==> config.mk <==
export PLATFORM = sky130hd
export DESIGN_NAME = a2d_chnl_sched
export DESIGN_NICKNAME = d
export VERILOG_FILES = /design/src/rtl/a2d_chnl_sched.sv
export SDC_FILE = /design/constraint.sdc
export NUM_CORES = 1
export LEC_CHECK = 0
export ABC_AREA = 1
export CORE_MARGIN = 3
export CORE_UTILIZATION = 43
export DETAILED_ROUTE_END_ITERATION = 8
export PLACE_DENSITY = 0.75
export SLEW_MARGIN = 20
export SYNTH_ARGS = -nofsm -noshare
export SYNTH_HDL_FRONTEND = slang
export SYNTH_SLANG_ARGS = --single-unit
export TNS_END_PERCENT = 1
==> constraint.sdc <==
create_clock -name clk_i -period 2.6 [get_ports clk_i]
set_input_delay 0.39 -clock clk_i [delete_from_list [all_inputs] [get_ports clk_i]]
set_output_delay 0.39 -clock clk_i [all_outputs]
set_load 0.02 [all_outputs]
==> src/rtl/a2d_chnl_sched.sv <==
// a2d_chnl_sched: drives the shared A2D SPI monarch across the four analog inputs.
// Each conversion is two SPI transactions separated by a short idle gap.
// Battery requests are sticky and take priority over the round-robin slot.
// A per-transaction watchdog aborts a hung SPI.
module a2d_chnl_sched #(
    parameter logic [2:0] CH_LFT   = 3'd0,
    parameter logic [2:0] CH_RGHT  = 3'd4,
    parameter logic [2:0] CH_STEER = 3'd5,
    parameter logic [2:0] CH_BATT  = 3'd6,
    parameter int         GAP_CYC  = 4,
    parameter int         TIMEOUT  = 2048
) (
    input  logic        clk_i,
    input  logic        rst_i,
    input  logic        nxt_i,
    input  logic        batt_req_i,
    output logic        wrt_o,
    output logic [15:0] cmd_o,
    input  logic        done_i,
    input  logic [15:0] rd_data_i,
    output logic [11:0] lft_ld_o,
    output logic [11:0] rght_ld_o,
    output logic [11:0] steer_pot_o,
    output logic [11:0] batt_o,
    output logic [3:0]  upd_o,
    output logic        busy_o,
    output logic        err_o,
    output logic [7:0]  miss_cnt_o
);

    // One counter serves both the gap timer and the watchdog; size it for the larger.
    localparam int CNT_MAX = (TIMEOUT > GAP_CYC) ? TIMEOUT : GAP_CYC;
    localparam int CNT_W   = $clog2(CNT_MAX) + 1;

    // Slot index: 0 lft, 1 rght, 2 steer, 3 batt (matches the upd bit order).
    localparam logic [1:0] SEL_BATT = 2'd3;

    typedef enum logic [1:0] {IDLE, TX1, GAP, TX2} state_t;

    state_t             state_q, state_d;
    logic [1:0]         sel_q, sel_d;
    logic [1:0]         rr_q, rr_d;
    logic [CNT_W-1:0]   cnt_q, cnt_d;
    logic               batt_pend_q, batt_pend_d;
    logic               wrt_q, wrt_d;
    logic [15:0]        cmd_q, cmd_d;
    logic [3:0]         upd_q, upd_d;
    logic               busy_q, busy_d;
    logic               err_q, err_d;
    logic [7:0]         miss_q, miss_d;
    logic [11:0]        lft_q, rght_q, steer_q, batt_q;
    logic               clr_batt;
    logic               batt_eff;
    logic               unused_rd_hi;

    // Only the 12-bit conversion result is meaningful.
    assign unused_rd_hi = ^rd_data_i[15:12];

    // A request arriving in the same clk as nxt still wins the slot.
    assign batt_eff = batt_pend_q | batt_req_i;

    function automatic logic [2:0] ch_of(input logic [1:0] sel);
        case (sel)
            2'd0:    ch_of = CH_LFT;
            2'd1:    ch_of = CH_RGHT;
            2'd2:    ch_of = CH_STEER;
            default: ch_of = CH_BATT;
        endcase
    endfunction

    // Next-state and registered-output logic for the conversion sequencer.
    always_comb begin
        state_d  = state_q;
        sel_d    = sel_q;
        rr_d     = rr_q;
        cnt_d    = cnt_q + 1'b1;
        cmd_d    = cmd_q;
        wrt_d    = 1'b0;
        upd_d    = 4'b0000;
        err_d    = 1'b0;
        clr_batt = 1'b0;
        case (state_q)
            IDLE: begin
                cnt_d = cnt_q;
                if (nxt_i || batt_eff) begin
                    sel_d   = batt_eff ? SEL_BATT : rr_q;
                    cmd_d   = {2'b00, ch_of(sel_d), 11'h000};
                    wrt_d   = 1'b1;
                    cnt_d   = '0;
                    state_d = TX1;
                end
            end
            TX1: begin
                if (done_i) begin
                    cnt_d   = '0;
                    state_d = GAP;
                end else if (cnt_q == CNT_W'(TIMEOUT - 1)) begin
                    err_d   = 1'b1;
                    state_d = IDLE;
                end
            end
            GAP: begin
                if (cnt_q == CNT_W'(GAP_CYC - 1)) begin
                    wrt_d   = 1'b1;
                    cnt_d   = '0;
                    state_d = TX2;
                end
            end
            TX2: begin
                if (done_i) begin
                    upd_d[sel_q] = 1'b1;
                    state_d      = IDLE;
                    if (sel_q == SEL_BATT) clr_batt = 1'b1;
                    else rr_d = (rr_q == 2'd2) ? 2'd0 : rr_q + 2'd1;
                end else if (cnt_q == CNT_W'(TIMEOUT - 1)) begin
                    err_d   = 1'b1;
                    state_d = IDLE;
                end
            end
            default: state_d = IDLE;
        endcase
        // A new request in the completing clk must survive the clear.
        batt_pend_d = batt_req_i | (batt_pend_q & ~clr_batt);
        busy_d      = (state_d != IDLE);
        miss_d      = miss_q;
        if (nxt_i && (state_q != IDLE) && (miss_q != 8'hFF)) miss_d = miss_q + 8'd1;
    end

    // Sequencer state and control outputs.
    always_ff @(posedge clk_i or posedge rst_i) begin
        if (rst_i) begin
            state_q     <= IDLE;
            sel_q       <= 2'd0;
            rr_q        <= 2'd0;
            cnt_q       <= '0;
            batt_pend_q <= 1'b0;
            wrt_q       <= 1'b0;
            cmd_q       <= 16'h0000;
            upd_q       <= 4'b0000;
            busy_q      <= 1'b0;
            err_q       <= 1'b0;
            miss_q      <= 8'h00;
        end else begin
            state_q     <= state_d;
            sel_q       <= sel_d;
            rr_q        <= rr_d;
            cnt_q       <= cnt_d;
            batt_pend_q <= batt_pend_d;
            wrt_q       <= wrt_d;
            cmd_q       <= cmd_d;
            upd_q       <= upd_d;
            busy_q      <= busy_d;
            err_q       <= err_d;
            miss_q      <= miss_d;
        end
    end

    // Result registers load on the same condition that raises their upd strobe.
    always_ff @(posedge clk_i or posedge rst_i) begin
        if (rst_i) begin
            lft_q   <= 12'h000;
            rght_q  <= 12'h000;
            steer_q <= 12'h000;
            batt_q  <= 12'h000;
        end else begin
            if (upd_d[0]) lft_q   <= rd_data_i[11:0];
            if (upd_d[1]) rght_q  <= rd_data_i[11:0];
            if (upd_d[2]) steer_q <= rd_data_i[11:0];
            if (upd_d[3]) batt_q  <= rd_data_i[11:0];
        end
    end

    assign wrt_o       = wrt_q;
    assign cmd_o       = cmd_q;
    assign upd_o       = upd_q;
    assign busy_o      = busy_q;
    assign err_o       = err_q;
    assign miss_cnt_o  = miss_q;
    assign lft_ld_o    = lft_q;
    assign rght_ld_o   = rght_q;
    assign steer_pot_o = steer_q;
    assign batt_o      = batt_q;

endmodule

# Word level (Yosys, flattened, before mapping)
# Cells that the tools add are included.
word_totals:
  romBits: 0
  inputBits: 21
  reg_bits: 85
  memories: 0
  word_cells: 73
  output_inout_bits: 79
  ram_bits: 0
  latch_bits: 0
op_classes:
  n_shift: 0
  bitwise_logic: 5
  reduce_logical: 11
  order_cmp: 2
  multipliers: 0
  div_mod_pow: 0
  n_addsub: 3
  muxes: 26
  eq_ne: 11
ops:
  columns: ["op", "count"]
  rows:
  - ["$mux 12", 3]
  - ["$pmux 12 s3", 1]
  - ["$mux 2", 7]
  - ["$add 12x1->12 const B", 1]
  - ["$eq 12x11->1 const B", 1]
  - ["$eq 12x2->1 const B", 1]
  - ["$eq 2x2->1 const B", 5]
  - ["$mux 1", 9]
  - ["$pmux 3 s3", 1]
  - ["$add 8x1->8 const B", 1]
  - ["$mux 4", 2]
  - ["$ne 8x8->1 const B", 1]
  - ["$pmux 2 s4", 1]
  - ["$eq 2x1->1 const B", 2]
  - ["$logic_not 2->1", 2]
  - ["$reduce_bool 2->1", 2]
  - ["$logic_and 1x1->1", 3]
  - ["$lt 2x3->1 const B", 1]
  - ["$reduce_and 3->1", 1]
  - ["$add 2x1->2 const B", 1]
  - ["$demux 1 s2", 1]
  - ["$ge 2x1->1 const B", 1]
  - ["$ne 2x2->1 const B", 1]
  - ["$not 1->1", 2]
  - ["6 further kinds", 7]

# Logic depth before layout (Yosys ltp)
# Gate-level depths: netlist (run 1).
depth:
  depth_word: 7
  mapped_depth: 8
  depth_no_buf: 8

# Least setup slack after synthesis (run 1)
# No wires, ideal clock.
synth_path:
  path_kind: "register -> register"
  startpoint: "register miss_q[0], in the netlist miss_cnt_o[0]"
  endpoint: "register miss_q[1], in the netlist miss_cnt_o[1]"
  arrival_ns: 1.403
  n_path_buf: 0
  setup_slack_ns: 1.076
  required_ns: 2.479
  synth_period_minus_slack_ns: 1.524
  setup_time_ns: 0.121
  stages_incl_launch_ff: 9
  path_cell_list: "dfrtp_1 -> ha_1 -> nand3_1 -> nor2_1 -> nand3_1 -> nand2_2 -> inv_1 -> nand2_1 -> o21ai_1"
synth_via:
  elab_chain_cells: 2
  elab_cells_between_ends: 3
  classes_between: "1 x add/sub; 1 x eq/ne; 1 x reduce/logical"
synth_rtl:
  columns: ["element", "line", "rtl"]
  rows:
  - ["start: declaration", "50", "logic [7:0] miss_q, miss_d;"]
  - ["start signal: assignment", "154", "miss_q <= miss_d;"]
  - ["parallel branches: the longest is 2 deep, another holds $add 8x1->8", null, null]
# Several ways; the timed one is not identified.
# A chain may end at the register's enable or synchronous reset.

# Final worst setup path (run 1)
layout_path:
  startpoint: "register miss_q[3], in the netlist miss_cnt_o[3]"
  endpoint: "output port miss_cnt_o[3]"
layout_rtl:
  columns: ["element", "line", "rtl"]
  rows:
  - ["end: declaration", "28", "output logic [7:0] miss_cnt_o"]
# No word-level cell between the ends.

==> results of run 1 <==
power groups by stage:
stage	combinational, mW	clock [mW]	sequential (mW)
finish	2.48	0.920	2.17
floorplan	0.864	0	2.69
global route	2.70	0.994	2.24
detailed placement	2.50	0	2.19
CTS	2.52	0.942	2.18
global placement	2.46	0	2.16
placed cells by master, fill, tap and decap left out:
cell,instances
o21bai_1,5
o21ai_0,33
nand2_1,92
nor2_1,56
or2_2,2
xnor2_1,6
clkinvlp_4,2
a21boi_1,1
clkinv_4,1
nand4_1,1
nand2_4,1
clkinv_2,3
nor2_2,1
nand2_2,3
buf_4,3
bufinv_16,1
nor3_1,1
clkbuf_1,1
inv_2,1
nand3_1,17
inv_1,39
clkbuf_8,9
a21oi_2,7
nor3_4,2
xor2_1,4
o21ai_1,2
a21oi_1,19
conb_1,13
nand3_2,1
buf_12,1
dfrtp_1,85
ha_1,2
clkdlybuf4s50_1,82
state kept, by name, summed over array words and instances (netlist names), 2 cells and up:
register,flops
lft_ld_o,12
state_q,2
rght_ld_o,12
cnt_q,12
miss_cnt_o,8
batt_o,12
sel_q,2
cmd_o,3
rr_q,2
steer_pot_o,12
upd_o,4
how the worst max path moves through the flow:
| stage | startpoint | endpoint | slack (ns) | depth (start not counted) |
|---|---|---|---|---|
| 2_1_floorplan | rst_i | batt_o[0] | 0.02 | 1 |
| 3_3_place_gp | done_i | rght_ld_o[10] | 0.55 | 5 |
| 3_5_place_dp | done_i | rght_ld_o[8] | 0.48 | 5 |
| 4_1_cts | miss_cnt_o[3] | miss_cnt_o[3] | 0.75 | 1 |
| 5_1_grt | done_i | rght_ld_o[5] | 0.64 | 5 |
| 6_report | miss_cnt_o[3] | miss_cnt_o[3] | 0.77 | 1 |
area by class of cell:
cell class	instances	area [um^2]	share of cell area, %
flip-flops and latches	85	2127	44.78
multi-input cells	269	1281	26.98
repair buffers	86	863.3	18.18
inverters	41	155.1	3.267
well taps	105	131.4	2.766
clock buffers	10	127.6	2.687
clock inverters	6	63.81	1.344
kinds of logic (layout without fill, tap and decap cells):
kind of cell | Yosys count | in the layout
buffers and inverters | 63 | 143
other | 1 | 13
AOI/OAI and AO/OA | 67 | 67
DFF | 85 | 85
xor gates and xnor gates | 10 | 10
adders and majority gates | 2 | 2
and+or+nand+nor | 177 | 177
layer usage:
metal  routed length (um)  share of wire, %  global-route usage [%]
met1                 3297                42                   21.50
met5                    0                 0                       0
met2                 3684                47                   26.11
met3                  748               9.5                   6.723
met4                  131               1.7                   7.248
==> impl_metrics.tcl, run 1 <==
set metrics [dict create \
    status "finished clean" \
    worstSetupPathType "reg2out" \
    fin_crit_ns 1.826 \
    hold_viol 0 \
    die_x_um 98.64 \
    p_total_mw 5.575 \
    drc 0 \
    gp_congestion 0.8229 \
    start_util_pct 44.68 \
    portBuffers 82 \
    path_clk_slew_ns 0.08 \
    setup_ws_ns 0.7742 \
    grt_start_max_net_pins 86 \
    htree_levels 3 \
    area_delta_synth_final_pct 28.72 \
    peakVddDrop_mv 0.7744 \
    grt_setup_unrepaired "no" \
    tritoncts "done" \
    final_util_pct 57.52 \
    synthTopCellsByArea "dfrtp_1 (58%), nand2_1 (9.4%), nor2_1 (5.7%)" \
    antenna_found_initial 0 \
    synth_adder_area_share_pct 0.6782 \
    synth_area_um2 3690 \
    hold_buffers 0 \
    synthArstFlopShare_pct 100.0 \
    hp-class "in2async" \
    dp_hpwl_um 5486 \
    relSlewSlack_pct 48.70 \
    cts_setup_buffers 0 \
    synthMuxAreaShare_pct 0 \
    clockPowerShare_pct 16.5 \
    yosysTopAreaCellShare_pct 57.65 \
    seq_area_frac_synth_pct 57.65 \
    leakage_nw 2.227 \
    report.final.slew_viol_count 0 \
    root_buffer "clkbuf_8" \
    gr-total-overflow 0 \
    dieArea_um2 9729 \
    switchingPower_mw 2.189 \
    synth_top_family_by_area "simple AND/OR/NAND/NOR gates" \
    place_area_um2 4558 \
    cts_resized 0 \
    core_um2 8258 \
    max_stage_delay_ns 0.64 \
    synth_commonest_cells "nand2_1 (92), dfrtp_1 (85), nor2_1 (56)" \
    max_freq_mhz 547.7 \
    synth-simple-area-share_pct 20.14 \
    final_area_um2 4750 \
    drt_iter0_drc 86 \
    grt_pass1_wl_um 13340 \
    wl_um 7863 \
    num_rows 33 \
    synth_compound_area_share_pct 10.21 \
    grt_pass1_vias 2830 \
    via_per_inst 4.804 \
    whs_ns 0.4433 \
    cpLargestDelayFamily "buffers and inverters" \
    avgSynthCellArea_um2 9.111 \
    worstSetupStartpointType "flip-flop" \
    finalSetupViolCount 0 \
    p_int_mw 3.386 \
    finalNonFillerCells 602 \
    dp_cells 586 \
    clock_latency_ns 0.35 \
    yosysMostFrequentCell "nand2_1" \
    ys.flop_type "dfrtp_1" \
    cp_slowest_cell "clkdlybuf4s50_1" \
    clock-sinks 85 \
    synth_seq_cells 85 \
    fin_tns_setup_ns 0 \
    numCtsBuffers 9 \
    layout-drive-gt1-share_pct 7.646 \
    worstPathCellList "clkdlybuf4s50_1" \
    synth_xor_area_share_pct 2.374 \
    io_pins 100 \
    sw_frac_of_total_pct 39.26 \
    r2r-start "state_q[0]" \
    synth_edf_count 0 \
    fin_crit_sh_pct 70.22 \
    cp.required_ns 2.21 \
    pwr-share-seq_pct 38.9 \
    post-place-ws_ns 0.4804 \
    maxCapViolations 0 \
    cp_max_fo 6 \
    clock_path_buffers 2 \
    drt-wirelength-per-cell_um 13.06 \
    first_pass_iters 4 \
    worst-path-buf-inv 1 \
    combPwrFrac_pct 44.6 \
    num_vias 2892 \
    r2r-end "cnt_q[2]" \
    n_fill_cell 744 \
    cp-end-kind "output pin" \
    worst_ep_arrival_time_ns 1.44 \
    nNetsFinal 515 \
    reg2reg_depth 5 \
    grtUsageTotal_pct 17.02 \
    worst_pin_slew_ns 0.7676 \
    finalClockSkew_ns 0.005745 \
    antenna_left 0 \
    rrSetupSlack_ns 0.92 \
    power_density_nw_per_um2 1174 \
    synth_cell_types 29 \
    synth_top_area_cell "dfrtp_1" \
    synth_warnings 0 \
    die_h_um 98.64 \
    n_antenna_cell 0 \
    syn_inst 405 \
]
No activity file was read; power rests on OpenSTA's default activity.
==> run 2, diff against run 1 <==
Clock period 2.6 ns to 1.5 ns, I/O delays scaled along.
==> run 2 against run 1 <==
  * Wire length fell by 0.25%
  * Sequential cell count did not move
  * Register-to-register slack got worse by 0.84 ns
  * Hold slack got worse by 0.14 ns
  * Worst setup slack got worse by 0.71 ns
  * First-iteration DRC count rose by 28%
  * Clock power rose by 100%
  * Critical path depth rose by 1
  * Critical endpoint is now miss_cnt_o[0]
==> impl_metrics.tcl, run 2 (synthesized netlist as in run 1, its figures left out) <==
set metrics [dict create \
    use_met3_pct 6.582 \
    grt_start_max_net_pins 45 \
    clock_path_buffers 2 \
    report.final.slew_viol_count 0 \
    peakVddDrop_mv 1.148 \
    dp_hpwl_um 5739 \
    num_rows 33 \
    final_util_pct 59.29 \
    tritoncts "done" \
    p_total_mw 9.572 \
    die_h_um 98.64 \
    drt_iter0_drc 110 \
    n_antenna_cell 0 \
    gr-total-overflow 0 \
    worst_ep_arrival_time_ns 1.21 \
    cp_max_fo 3 \
    reg2reg_depth 7 \
    antenna_left 0 \
    core_um2 8258 \
    hp-class "in2async" \
    nNetsFinal 529 \
    worstSetupPathType "reg2out" \
    hold_viol 0 \
    grtUsageTotal_pct 17.03 \
    layout-drive-gt1-share_pct 10.96 \
    final_cell_mix "nand2_1 (92), dfrtp_1 (85), dlygate4sd2_1 (66)" \
    root_buffer "clkbuf_8" \
    leakage_nw 2.490 \
    fin_tns_setup_ns 0 \
    rrSetupSlack_ns 0.08 \
    first_pass_iters 5 \
    post-place-ws_ns -0.07126 \
    mostFrequentLayoutCell "nand2_1" \
    fin_crit_sh_pct 95.53 \
    r2r-end "cnt_q[8]" \
    gp_congestion 0.7724 \
    grt_pass1_vias 2885 \
    grt_pass1_wl_um 13450 \
    start_util_pct 44.68 \
    power_density_nw_per_um2 1955 \
    clock-sinks 85 \
    r2r-start "cnt_q[10]" \
    status "finished clean" \
    htree_levels 3 \
    clock_latency_ns 0.35 \
    cts_setup_buffers 0 \
    dp_cells 600 \
    finalSetupViolCount 0 \
    finalNonFillerCells 616 \
    numCtsBuffers 9 \
    busiest_layer "met2" \
    worstSetupStartpointType "flip-flop" \
    setup_ws_ns 0.06701 \
    path_clk_slew_ns 0.08 \
    drc 0 \
    max_freq_mhz 697.8 \
    area_delta_synth_final_pct 32.69 \
    cp-end-kind "output pin" \
    dieArea_um2 9729 \
    io_pins 100 \
    drt-wirelength-per-cell_um 12.73 \
    finalClockSkew_ns 0.005941 \
    portBuffers 82 \
    via_per_inst 4.690 \
    antenna_found_initial 0 \
    grt_use_met2_pct 27.46 \
    cp.required_ns 1.27 \
    wl_um 7843 \
    maxCapViolations 0 \
    die_x_um 98.64 \
    grt_setup_unrepaired "no" \
    use_met1_pct 20.84 \
    num_vias 2889 \
    fin_crit_ns 1.433 \
]
[run 2: cell count changes in the layout (fill, tap and decap cells not counted), moves of 5 or more]
| cell | change |
|---|---|
| buf_12 | +5 |
| buf_4 | +9 |
| clkdlybuf4s50_1 | -66 |
| dlygate4sd2_1 | +66 |
[run 2: how the worst max path moves through the flow]
stage | startpoint | endpoint | cells past startpoint
final | miss_cnt_o[0] | miss_cnt_o[0] | 2
after global routing | cnt_q[5] | cnt_q[10] | 8
after CTS | miss_cnt_o[0] | miss_cnt_o[0] | 2
after detailed placement | done_i | batt_o[8] | 6
after global placement | batt_req_i | cnt_q[2] | 7
after floorplan | miss_cnt_o[0] | miss_cnt_o[1] | 8
[run 2: where the power goes]
part	internal, mW	switching, mW
registers	3.17	0.556
clock network	1.03	0.817
logic	1.57	2.43
[run 2: critical path, cell delays in order (launching register included)]
cell and delay, ns:
dfrtp_1 0.40, buf_4 0.15, dlygate4sd2_1 0.31
[run 2: layout make-up]
cell class / instances / area, um^2
fillers: 761 / 3362
flip-flops and latches: 85 / 2127
multi-input cells: 269 / 1299
repair buffers: 100 / 948.4
inverters: 41 / 157.7
clock buffers: 11 / 151.4
well taps: 105 / 131.4
clock inverters: 5 / 81.33
[run 2: what timing repair did]
action	4_1_cts	5_1_grt
pin swaps	0	1
gates cloned	0	0
hold buffers	0	0
setup endpoints to repair	66	10
resized for setup	66	4
[run 2: metrics by stage]
stage	hold WS (ns)	cell area, um^2
global placement	0.4666	4728
global route	0.3239	4896
CTS	0.3099	4878
detailed placement	0.4757	4728
finish	0.3052	4896
floorplan	0.3537	3739
[run 2: routing by layer]
metal	vias to the layer above	share of wire (%)
li1	1448	-
met1	1356	42
met2	73	48
met3	12	8.6
met4	0	1.6
met5	-	0
==> run 3, diff against run 2 <==
Settings changed: CORE_UTILIZATION 43 to 45, CTS_BUF_LIST from default to sky130_fd_sc_hd__clkbuf_8, PLACE_DENSITY 0.75 to 0.78.
==> run 3 against run 2 <==
  * Global-route usage is 2.6 points higher
  * Utilization is 3.2 points higher
  * Register-to-register slack hardly changed
  * Clock power is 6% higher
  * Maximum frequency up 0.53%
  * Power up 1.8%
  * Die area fell by 4.2%
  * Clock skew rose by 0.0040 ns
  * Sequential power hardly changed
  * Largest cell class unchanged
==> impl_metrics.tcl, run 3 (synthesized netlist as in run 1, its figures left out) <==
set metrics [dict create \
    status "finished clean" \
    num_vias 2958 \
    gr-total-overflow 0 \
    wl_um 8384 \
    hp-class "in2async" \
    grt_start_max_net_pins 71 \
    cp_max_fo 6 \
    die_x_um 96.55 \
    dp_hpwl_um 6094 \
    start_util_pct 47.02 \
    tritoncts "done" \
    antenna_found_initial 0 \
    grt_pass1_vias 2911 \
    final_cell_mix "nand2_1 (92), dfrtp_1 (83), dlygate4sd2_1 (65)" \
    hold_viol 0 \
    fin_crit_sh_pct 95.03 \
    fin_crit_ns 1.425 \
    area_delta_synth_final_pct 32.96 \
    dp_cells 599 \
    final_area_um2 4906 \
    nNetsFinal 531 \
    finalNonFillerCells 615 \
    clock_path_buffers 2 \
    leakage_nw 2.496 \
    cp_slowest_cell "dfrtp_1" \
    cp.required_ns 1.27 \
    grt_setup_unrepaired "yes" \
    first_pass_iters 4 \
    max_freq_mhz 701.5 \
    n_antenna_cell 0 \
    layout-drive-gt1-share_pct 12.09 \
    worst_ep_arrival_time_ns 1.20 \
    place_area_um2 4727 \
    dieArea_um2 9322 \
    drt-wirelength-per-cell_um 13.63 \
    via_per_inst 4.810 \
    cp-end-kind "output pin" \
    clock-sinks 85 \
    drt_iter0_drc 152 \
    worstPathCellList "dlygate4sd2_1" \
    io_pins 100 \
    clock_latency_ns 0.36 \
    mostFrequentLayoutCell "nand2_1" \
    whs_ns 0.2620 \
    grt_pass1_wl_um 13740 \
    num_rows 32 \
    worstSetupStartpointType "flip-flop" \
    final_util_pct 62.52 \
    grtUsageTotal_pct 19.64 \
    report.final.slew_viol_count 0 \
    finalClockSkew_ns 0.009896 \
    htree_levels 3 \
    worst-path-buf-inv 1 \
    root_buffer "clkbuf_8" \
    r2r-start "cnt_q[0]" \
    path_clk_slew_ns 0.09 \
    finalSetupViolCount 0 \
    power_density_nw_per_um2 1986 \
    cpLargestDelayFamily "flip-flops" \
    die_h_um 96.55 \
    cp.depth 1 \
    n_fill_cell 660 \
    worstSetupPathType "reg2out" \
    drc 0 \
    gp_congestion 0.8353 \
    max_stage_delay_ns 0.48 \
    rrSetupSlack_ns 0.09 \
    peakVddDrop_mv 1.154 \
    antenna_left 0 \
    reg2reg_depth 8 \
    r2r-end "cnt_q[10]" \
    portBuffers 82 \
    numCtsBuffers 9 \
    core_um2 7848 \
    maxCapViolations 0 \
]
-- run 3: cell type report --
cell class	instances	area [um^2]	area share (%)
Inverter	41	160.2	3.264
Clock inverter	7	121.4	2.474
Clock buffer	9	123.9	2.525
Timing Repair Buffer	102	952.2	19.41
Sequential cell	85	2130	43.41
Tap cell	102	127.6	2.601
Multi-Input combinational cell	269	1291	26.32
-- run 3: worst max path at each step --
stage / start / endpoint
5_1_grt: cnt_q[0] / cnt_q[6]
3_3_place_gp: done_i / lft_ld_o[0]
2_1_floorplan: miss_cnt_o[0] / miss_cnt_o[1]
3_5_place_dp: done_i / batt_o[6]
4_1_cts: miss_cnt_o[0] / miss_cnt_o[0]
6_report: miss_cnt_o[2] / miss_cnt_o[2]
-- run 3: report_power, final --
part	switching (mW)	internal (mW)	total [mW]	leakage [nW]
Clock	0.844	1.11	1.96	0.124
Combinational	2.45	1.59	4.04	1.32
Sequential	0.566	3.18	3.74	1.05
Total	3.86	5.88	9.74	2.50
-- run 3: timing repair --
| item | in CTS | in global routing |
|---|---|---|
| endpoints found under the setup margin | 66 | 20 |
| hold buffers | 0 | 0 |
| buffers inserted | 0 | 0 |
| gates resized for setup | 66 | 9 |
-- run 3: per-layer routing --
| metal | wire, um | vias to the layer above | share of wire (%) | GRT usage (%) |
|---|---|---|---|---|
| met5 | 0 | - | 0 | 0 |
| met4 | 149 | 0 | 1.8 | 7.009 |
| met3 | 823 | 14 | 9.8 | 9.063 |
| met2 | 4083 | 90 | 49 | 31.90 |
| met1 | 3327 | 1396 | 40 | 22.91 |
| li1 | - | 1458 | - | - |
-- run 3: per-stage QoR --
step / setup TNS, ns / power, mW / setup slack [ns]
after floorplan: -0.08478 / 6.161 / -0.02370
after global placement: -2.835 / 8.222 / -0.09157
after detailed placement: -4.613 / 8.375 / -0.1264
after CTS: 0 / 9.814 / 0.04548
after global routing: -0.1374 / 10.45 / -0.03670
final: 0 / 9.741 / 0.07451
